--- config.mk ---
export PLATFORM = sky130hd
export DESIGN_NAME = keypad_scanner
export DESIGN_NICKNAME = d
export VERILOG_FILES = /design/src/rtl/keypad_pkg.sv /design/src/rtl/sync2.sv /design/src/rtl/keypad_scanner.sv
export SDC_FILE = /design/constraint.sdc
export NUM_CORES = 1
export LEC_CHECK = 0
export ABC_AREA = 1
export BUFFER_PORTS_ARGS = -buffer_cell sky130_fd_sc_hd__buf_2
export CAP_MARGIN = 0
export CORE_ASPECT_RATIO = 0.8
export CORE_MARGIN = 4
export CORE_UTILIZATION = 60
export CTS_CLUSTER_DIAMETER = 30
export DETAILED_ROUTE_END_ITERATION = 12
export GPL_TIMING_DRIVEN = 0
export PLACE_DENSITY = 0.82
export RECOVER_POWER = 50
export SLEW_MARGIN = 25
export SYNTH_ARGS = -nofsm -noshare
export SYNTH_HDL_FRONTEND = slang
export SYNTH_SLANG_ARGS = --single-unit
--- constraint.sdc ---
create_clock -name clk -period 2.2 [get_ports clk]
set_clock_uncertainty 0.1 [all_clocks]
set_input_delay 0.55 -clock clk [delete_from_list [all_inputs] [get_ports clk]]
set_output_delay 0.55 -clock clk [all_outputs]
set_load 0.05 [all_outputs]
--- src/rtl/keypad_pkg.sv ---
// Shared keypad scanner definitions: FSM states, column drive patterns,
// the idle key code and the column rotation helper.
package keypad_pkg;

    typedef enum logic {
        SCAN = 1'b0,
        HOLD = 1'b1
    } kp_state_t;

    // One-hot active-low column drive patterns, in scan order
    localparam logic [3:0] COL0 = 4'b1110;
    localparam logic [3:0] COL1 = 4'b1101;
    localparam logic [3:0] COL2 = 4'b1011;
    localparam logic [3:0] COL3 = 4'b0111;

    // key_code value whenever no key is captured
    localparam logic [7:0] KEY_IDLE = 8'h0F;

    // Next column in the scan rotation; any corrupt pattern recovers to COL0
    function automatic logic [3:0] next_col(input logic [3:0] cur);
        logic [3:0] nxt;
        case (cur)
            COL0:    nxt = COL1;
            COL1:    nxt = COL2;
            COL2:    nxt = COL3;
            COL3:    nxt = COL0;
            default: nxt = COL0;
        endcase
        return nxt;
    endfunction

endpackage

--- src/rtl/sync2.sv ---
// Two-flop synchronizer with parameterised width; both stages reset to
// all-ones, which is the idle level of pulled-up active-low inputs.
module sync2 #(
    parameter int WIDTH = 4
) (
    input  logic             i_clk,
    input  logic             i_rst_n,
    input  logic [WIDTH-1:0] i_d,
    output logic [WIDTH-1:0] o_q
);

    logic [WIDTH-1:0] r_meta;
    logic [WIDTH-1:0] r_sync;

    // Two-stage capture of the asynchronous input
    always_ff @(posedge i_clk or negedge i_rst_n) begin
        if (!i_rst_n) begin
            r_meta <= '1;
            r_sync <= '1;
        end else begin
            r_meta <= i_d;
            r_sync <= r_meta;
        end
    end

    assign o_q = r_sync;

endmodule

--- src/rtl/keypad_scanner.sv ---
// 4x4 matrix keypad scanner. Drives one column low at a time, samples the
// synchronized rows once per scan tick, and holds a captured key until its
// row goes high again.
// Optional build macro: KEYPAD_GHOST_REJECT_EN -- when defined, a column
// showing two or more low rows is treated as no key (ghost rejection);
// when undefined, the lowest-index low row wins.
module keypad_scanner
    import keypad_pkg::*;
#(
    parameter int TICK_DIV = 1000
) (
    input  logic       clk,
    input  logic       reset,
    input  logic [3:0] rows_n,
    output logic [3:0] cols_n,
    output logic [7:0] key_code,
    output logic       key_pressed
);

    localparam int             CW        = $clog2(TICK_DIV);
    localparam logic [CW-1:0]  TICK_LAST = CW'(TICK_DIV - 1);

    logic [3:0]    w_rows_s;
    logic [3:0]    w_rows_low;
    logic [3:0]    w_row_sel;
    logic          w_capture;
    logic          w_release;
    logic          w_tick;

    logic [CW-1:0] r_count;
    kp_state_t     r_state;
    logic [3:0]    r_row;
    logic [3:0]    r_cols;
    logic [7:0]    r_code;
    logic          r_pressed;

    sync2 #(
        .WIDTH (4)
    ) u_sync2 (
        .i_clk   (clk),
        .i_rst_n (reset),
        .i_d     (rows_n),
        .o_q     (w_rows_s)
    );

    assign w_tick     = (r_count == TICK_LAST);
    assign w_rows_low = ~w_rows_s;
    // Isolate the lowest set bit: lowest-index low row as a one-hot
    assign w_row_sel  = w_rows_low & (~w_rows_low + 4'd1);

`ifdef KEYPAD_GHOST_REJECT_EN
    assign w_capture  = (w_rows_low != 4'd0) &&
                        ((w_rows_low & (w_rows_low - 4'd1)) == 4'd0);
`else
    assign w_capture  = (w_rows_low != 4'd0);
`endif

    // Latched row reads high again once the key is let go
    assign w_release  = ((w_rows_s & r_row) != 4'd0);

    // Free-running scan tick divider
    always_ff @(posedge clk or negedge reset) begin
        if (!reset) begin
            r_count <= '0;
        end else if (w_tick) begin
            r_count <= '0;
        end else begin
            r_count <= r_count + 1'b1;
        end
    end

    // Scan/hold state machine with registered outputs
    always_ff @(posedge clk or negedge reset) begin
        if (!reset) begin
            r_state   <= SCAN;
            r_row     <= '0;
            r_cols    <= COL0;
            r_code    <= KEY_IDLE;
            r_pressed <= 1'b0;
        end else if (w_tick) begin
            case (r_state)
                SCAN: begin
                    if (w_capture) begin
                        r_state   <= HOLD;
                        r_row     <= w_row_sel;
                        r_code    <= {w_row_sel, r_cols};
                        r_pressed <= 1'b1;
                    end else begin
                        r_cols    <= next_col(r_cols);
                    end
                end
                HOLD: begin
                    if (w_release) begin
                        r_state   <= SCAN;
                        r_row     <= '0;
                        r_cols    <= next_col(r_cols);
                        r_code    <= KEY_IDLE;
                        r_pressed <= 1'b0;
                    end
                end
                default: begin
                    r_state   <= SCAN;
                    r_row     <= '0;
                    r_cols    <= COL0;
                    r_code    <= KEY_IDLE;
                    r_pressed <= 1'b0;
                end
            endcase
        end
    end

    assign cols_n      = r_cols;
    assign key_code    = r_code;
    assign key_pressed = r_pressed;

endmodule

==> metrics.cfg, run 1 <==
[setup_path]
worst-path-max-fanout = 6
cp_slowest_cell = dfstp_2
cp_data_required_time_ns = 1.55
arrival_ns = 1.19
ff2ff_path_depth = 8
crit_buf_inv = 1
crit_type = register to output port
start_kind = register
cp.depth = 1
timing.critical_path.cells = buf_2
crit_path_max_incr_delay_ns = 0.58
cp_top_family = flip-flops
end_kind = output port

[drt]
avgViaCountPerCell = 5.21
vias = 1251
ant_nets = 0
wl_per_cell_um = 12.1
firstDrtPassIters = 4
drt_iter0_markers = 94
wirelength_mm = 2.91
drc = 0

[synth]
synth_top_cell_area_share_pct = 28.1
synthTopCellsByArea = dfrtp_1, dfstp_2, nand2_1, nor2_1, nand3_1
synth_top_cell_by_area = dfrtp_1
synth_edf_count = 0
synth_nets = 187
async_flop_share_pct = 100
post_synth.cell_area_avg_um2 = 8.40
synth_flop_cell = dfrtp_1
synth_warnings = 0
synth-seq-area-share_pct = 54.2
yosysMostFrequentCell = nand2_1
ys_top_cells_by_count = nand2_1, nor2_1, inv_1
synthCells = 180
synth-seq-cells = 32
ys_types = 21
syn_area_um2 = 1510

[global_routing]
antenna_found_initial = 0
grt_max_degree = 33
grt_pass1_vias = 1112
grt_pass1_wl_mm = 4.89
grtUsageTotal_pct = 19.4
grt_overflow = 0

[clock_tree]
clkLatencyLatePin_ns = 0.34
cts_buffer_depth = 2
post_cts_resize_count = 0
numCtsBuffers = 5
cts_setup_buffers = 0
clk_pin_slew_ns = 0.10
cts_tree = done
holdBufCountCts = 0
htree_levels = 2
cts_sinks = 32
clockRootBuffer = clkbuf_4

[die]
dieArea_um2 = 3390
dieHeight_um = 52.9
core_um2 = 2270
rows = 15
die_width_um = 64.1
num_io_pins = 19
initial_core_util_pct = 66.6

[sta]
min_period_ns = 1.84
finalCritPeriodShare_pct = 83.7
worst_slew_pin_slew_ns = 1.62
rsz0062_at_grt = false
setup_tns_ns = 0
slew_headroom_pct = -8.31
clock.fmax_ghz = 0.543
hold_viol = 0
drv_slew = 33
setup_violations = 0

[layout]
post_route_cells_drive_above_1_share_pct = 24.8
synthToLayoutAreaGrowth_pct = 13.7
fin_nets = 212
stdcell_count = 240
antenna_cells = 0

[power_and_ir_drop]
p_per_area_nw_per_um2 = 621
p_sw_uw = 222
pwr-share-seq_pct = 56.9
leakagePower_nw = 0.904
clockPowerShare_pct = 41.0
ir_worst_vdd_mv = 0.515
combPwrFrac_pct = 2.1
swShare_pct = 20.8
p_int_uw = 845

[placed_design]
io_buffers = 18
dp.cells = 232
gp_congestion = 0.870
dp_hpwl_mm = 2.04

[hold_path]
min_path_cells = 1
min_path_type = input port to register

[outcome]
violations = max-capacitance violations, max-slew violations
status = finished with violations

[run]
maxCapViolations = 1

final cells by class:
type	count	area, µm²
Fill cell	157	551
Clock inverter	2	35.0
Timing Repair Buffer	18	88.8
Multi-Input combinational cell	127	603
Inverter	19	71.3
Buffer	2	18.8
Sequential cell	32	820
Tap cell	34	42.5
Clock buffer	6	41.3
power by group through the flow:
stage | combinational (mW) | sequential, mW | clock, mW
3_3_place_gp | 0.0225 | 0.617 | 0
4_1_cts | 0.0237 | 0.607 | 0.446
5_1_grt | 0.0268 | 0.608 | 0.479
3_5_place_dp | 0.0237 | 0.617 | 0
2_1_floorplan | 0.00677 | 0.616 | 0
6_report | 0.0226 | 0.607 | 0.438
routing by layer:
layer	global-route usage, %	vias to the layer above	part of all wire [%]	routed length (µm)
li1	-	617	-	-
met1	24.6	578	46	1330
met2	31.7	48	46	1330
met3	6.58	8	7.2	208
met4	6.32	0	1.4	40
met5	0	-	0	0
layout by cell type, fill, tap and decap left out, types with 2 or more instances in the layout:
cell	count
nand4_1	6
nor2_1	22
o21ai_0	3
clkbuf_1	2
dfstp_2	15
nor2_2	3
nor3_1	7
buf_2	17
a21oi_1	5
nand2_1	56
clkbuf_4	5
dfrtp_1	17
nand3_1	16
inv_1	19
nand2_2	2
worst paths after layout:
path,slack (ns),end,from
min reg2reg,0.26,u_sync2.o_q[3],u_sync2.r_meta[3]
max in group asynchronous,0.55,r_count[2],reset
min,0.20,u_sync2.r_meta[0],rows_n[0]
min in group asynchronous,0.51,r_count[9],reset
max reg2reg,0.61,r_row[1],r_count[0]
max,0.36,cols_n[3],cols_n[3]
sequential cells by signal, summed over array words and instances (netlist names):
signal and count:
r_count 10, key_code 5, cols_n 4, u_sync2.o_q 4, u_sync2.r_meta 4, r_row 3, key_pressed 1, r_state 1
per-stage QoR:
step | total power, mW | hold WS [ns] | instance area (µm²) | utilization [%] | setup slack (ns)
floorplan | 0.623 | 0.154 | 1510 | - | 0.706
global placement | 0.639 | 0.246 | 1650 | 72.5 | 0.664
detailed placement | 0.641 | 0.248 | 1650 | 72.5 | 0.635
CTS | 1.08 | 0.157 | 1720 | 75.8 | 0.350
global route | 1.11 | 0.180 | 1720 | 75.8 | 0.218
finish | 1.07 | 0.198 | 1720 | 75.8 | 0.358
cells by family (layout without fill, tap and decap cells):
group / after synthesis / after routing / share of synthesized area, %
AO/OA/AOI/OAI: 8 / 8 / 2.65
XOR/XNOR: 1 / 1 / 0.579
adder cells (fa/ha/maj): 1 / 1 / 0.827
buffers and inverters: 21 / 47 / 5.96
flip-flops: 32 / 32 / 54.2
AND/OR/NAND/NOR: 117 / 117 / 35.8
(Power assumes the default switching activity.)
==> run 2: changes to the inputs <==
--- a/config.mk
+++ b/config.mk
@@ -5,16 +5,16 @@
 export SDC_FILE = /design/constraint.sdc
 export NUM_CORES = 1
 export LEC_CHECK = 0
-export ABC_AREA = 1
+export ABC_AREA = 0
 export BUFFER_PORTS_ARGS = -buffer_cell sky130_fd_sc_hd__buf_2
 export CAP_MARGIN = 0
 export CORE_ASPECT_RATIO = 0.8
 export CORE_MARGIN = 4
-export CORE_UTILIZATION = 60
+export CORE_UTILIZATION = 55
 export CTS_CLUSTER_DIAMETER = 30
 export DETAILED_ROUTE_END_ITERATION = 12
 export GPL_TIMING_DRIVEN = 0
-export PLACE_DENSITY = 0.82
+export PLACE_DENSITY = 0.77
 export RECOVER_POWER = 50
 export SLEW_MARGIN = 25
 export SYNTH_ARGS = -nofsm -noshare
==> constraint.sdc (replaced) <==
create_clock -name clk -period 1.82 [get_ports clk]
set_clock_uncertainty 0.1 [all_clocks]
set_input_delay 0.455 -clock clk [delete_from_list [all_inputs] [get_ports clk]]
set_output_delay 0.455 -clock clk [all_outputs]
set_load 0.05 [all_outputs]
==> run 2 against run 1 <==
The run now ends clean. Synthesized area fell by 9.1%. Sequential share of layout area rose by 2.1 points. Utilization decreased by 3.1 points. Cell count down 27%. Setup slack got worse by 0.32 ns. Critical path depth rose by 4. Count of clock-buffer cells in the layout stayed put. Sequential power rose by 21%. Die area decreased by 0.72%. Via count is 23% lower. Wire length fell by 14%. Worst hold slack got worse by 0.14 ns. Highest routed layer unchanged.
==> metrics.cfg, run 2 <==
[sta]
rsz0062_at_grt = true
slew_headroom_pct = 50.5
setup_slack_ns = 0.0394
worst_slew_pin_slew_ns = 0.743
setup_violations = 0
clock.fmax_ghz = 0.562
finalCritPeriodShare_pct = 97.8
drv_slew = 0
min_period_ns = 1.78
hold_viol = 0

[synth]
synth-seq-cells = 32
post_synth.cell_area_avg_um2 = 12.4
synth_top_cell_area_share_pct = 30.9
synthTopCellsByArea = dfrtp_1, dfstp_2, nand3_1, o22a_2, mux2_4
syn_area_um2 = 1380
synth-seq-area-share_pct = 59.6
synthCells = 111
synth_edf_count = 0
synth_top_cell_by_area = dfrtp_1
synth_warnings = 0
yosysMostFrequentCell = dfrtp_1
synth_flop_cell = dfrtp_1
ys_top_cells_by_count = dfrtp_1, dfstp_2, nand3_1
ys_types = 40
synth_nets = 118
async_flop_share_pct = 100

[clock_tree]
numCtsBuffers = 5
htree_levels = 2
holdBufCountCts = 0
cts_sinks = 32
clk_pin_slew_ns = 0.11
clockRootBuffer = clkbuf_4
cts_tree = done
clkLatencyLatePin_ns = 0.34
cts_buffer_depth = 2

[run]
maxCapViolations = 0

[layout]
n_fill_cell = 159
regMostFlops = r_count
antenna_cells = 0
largest_reg_flops = 10
layout_common_cells = dfrtp_1, dfstp_2, buf_2
synthToLayoutAreaGrowth_pct = 19.9
regArea_um2 = 821
multi_input_area_um2 = 544
final_common_cell = dfrtp_1
post_route_cells_drive_above_1_share_pct = 45.4
fin_nets = 147

[setup_path]
cp_data_required_time_ns = 2.00
r2r_setup_slack_ns = 0.04
ff2ff_path_depth = 5
worst-path-max-fanout = 5
start_kind = register
timing.rr.start = r_count[1]
crit_type = register to register
end_kind = register
arrival_ns = 1.96
worstReg2RegEnd = cols_n[2]

[die]
die_width_um = 63.9
rows = 15
num_io_pins = 19
dieArea_um2 = 3370
dieHeight_um = 52.7
core_um2 = 2270
initial_core_util_pct = 60.6

[global_routing]
grt_pass1_wl_mm = 4.62
antenna_found_initial = 0
grt_overflow = 0
grt_max_degree = 33
grtUsageTotal_pct = 18.9
grt_pass1_vias = 1002

[power_and_ir_drop]
p_per_area_nw_per_um2 = 752
ir_worst_vdd_mv = 0.534
leakagePower_nw = 0.736
total_power_mw = 1.24

[placed_design]
gp_congestion = 0.838
dp_hpwl_mm = 1.67
io_buffers = 18
dpl_worst_slack_ns = -0.218

[outcome]
status = finished, final reports clean

[drt]
avgViaCountPerCell = 5.50
drc = 0
ant_nets = 0
vias = 962
wl_per_cell_um = 14.3
drt_iter0_markers = 49
wirelength_mm = 2.51
firstDrtPassIters = 4

[hold_path]
min_path_type = input port to async pin

[run 2: cell types whose count changed in the layout (fill, tap and decap cells not counted), sizes merged, moves of 4 or more]
cell,previous run,this run
nand2,58,8
nand3,18,9
nand4,6,2
inv,19,5
o22a,0,4
mux2,0,4
nor2,27,7
nor3,7,1
[run 2: layout make-up]
class                      instances  share of cell area (%)
sequential                        32                    49.8
multi-input combinational         71                    33.0
timing repair buffer              24                    8.50
clock buffer                       6                    3.79
tap                               34                    2.58
inverter                           5                    1.14
clock inverter                     2                   0.759
buffer                             1                   0.455
[run 2: metal layers]
metal  share of wire (%)  global-route usage (%)  vias to the layer above
li1                    -                       -                      464
met1                  48                    22.9                      471
met2                  44                    28.6                       20
met3                 4.9                    5.79                        7
met4                 2.8                    13.6                        0
met5                   0                       0                        -
[run 2: critical path, cell delays in order (launching register included)]
cell	delay [ns]
dfrtp_1	0.41
ha_4	0.15
and4bb_4	0.24
nand4_1	0.25
nor2_4	0.24
mux2_4	0.32
[run 2: metrics by stage]
step	cells	utilization (%)	TNS [ns]	hold slack, ns	instance area, µm²
floorplan	111	-	-0.199	0.0594	1380
global route	175	72.6	-0.0886	0.0772	1650
global placement	163	66.5	-0.540	0.246	1510
CTS	176	71.9	0	0.0403	1630
finish	175	72.6	0	0.0556	1650
detailed placement	163	66.5	-0.837	0.247	1510
[run 2: how the worst max path moves through the flow]
stage,slack (ns),endpoint,startpoint,cells after the start
floorplan,-0.1,r_row[1],r_count[0],7
global placement,-0.19,r_row[2],r_count[0],7
CTS,0.009,cols_n[3],r_count[1],5
detailed placement,-0.22,r_row[2],r_count[0],7
finish,0.04,cols_n[2],r_count[1],5
global route,-0.05,cols_n[3],r_count[0],5
[run 2: cell families after synthesis]
group	synth area share [%]
muxes	5.28
AOI/OAI and AO/OA	11.3
xor gates and xnor gates	3.19
and+or+nand+nor	16.2
adders and majority gates	0.910
DFF	59.6
buffers and inverters	3.55
[run 2: what timing repair did]
action / in CTS / in global routing
setup buffers: 6 / 0
gates resized for setup: 3 / 6
setup endpoints to repair: 11 / 12
pin swaps: 1 / 3
[run 2: report_power, final]
part / internal (mW) / total [mW] / switching, mW
registers: 0.728 / 0.735 / 0.00672
logic: 0.00606 / 0.0228 / 0.0167
clock network: 0.231 / 0.483 / 0.251
total: 0.965 / 1.24 / 0.275
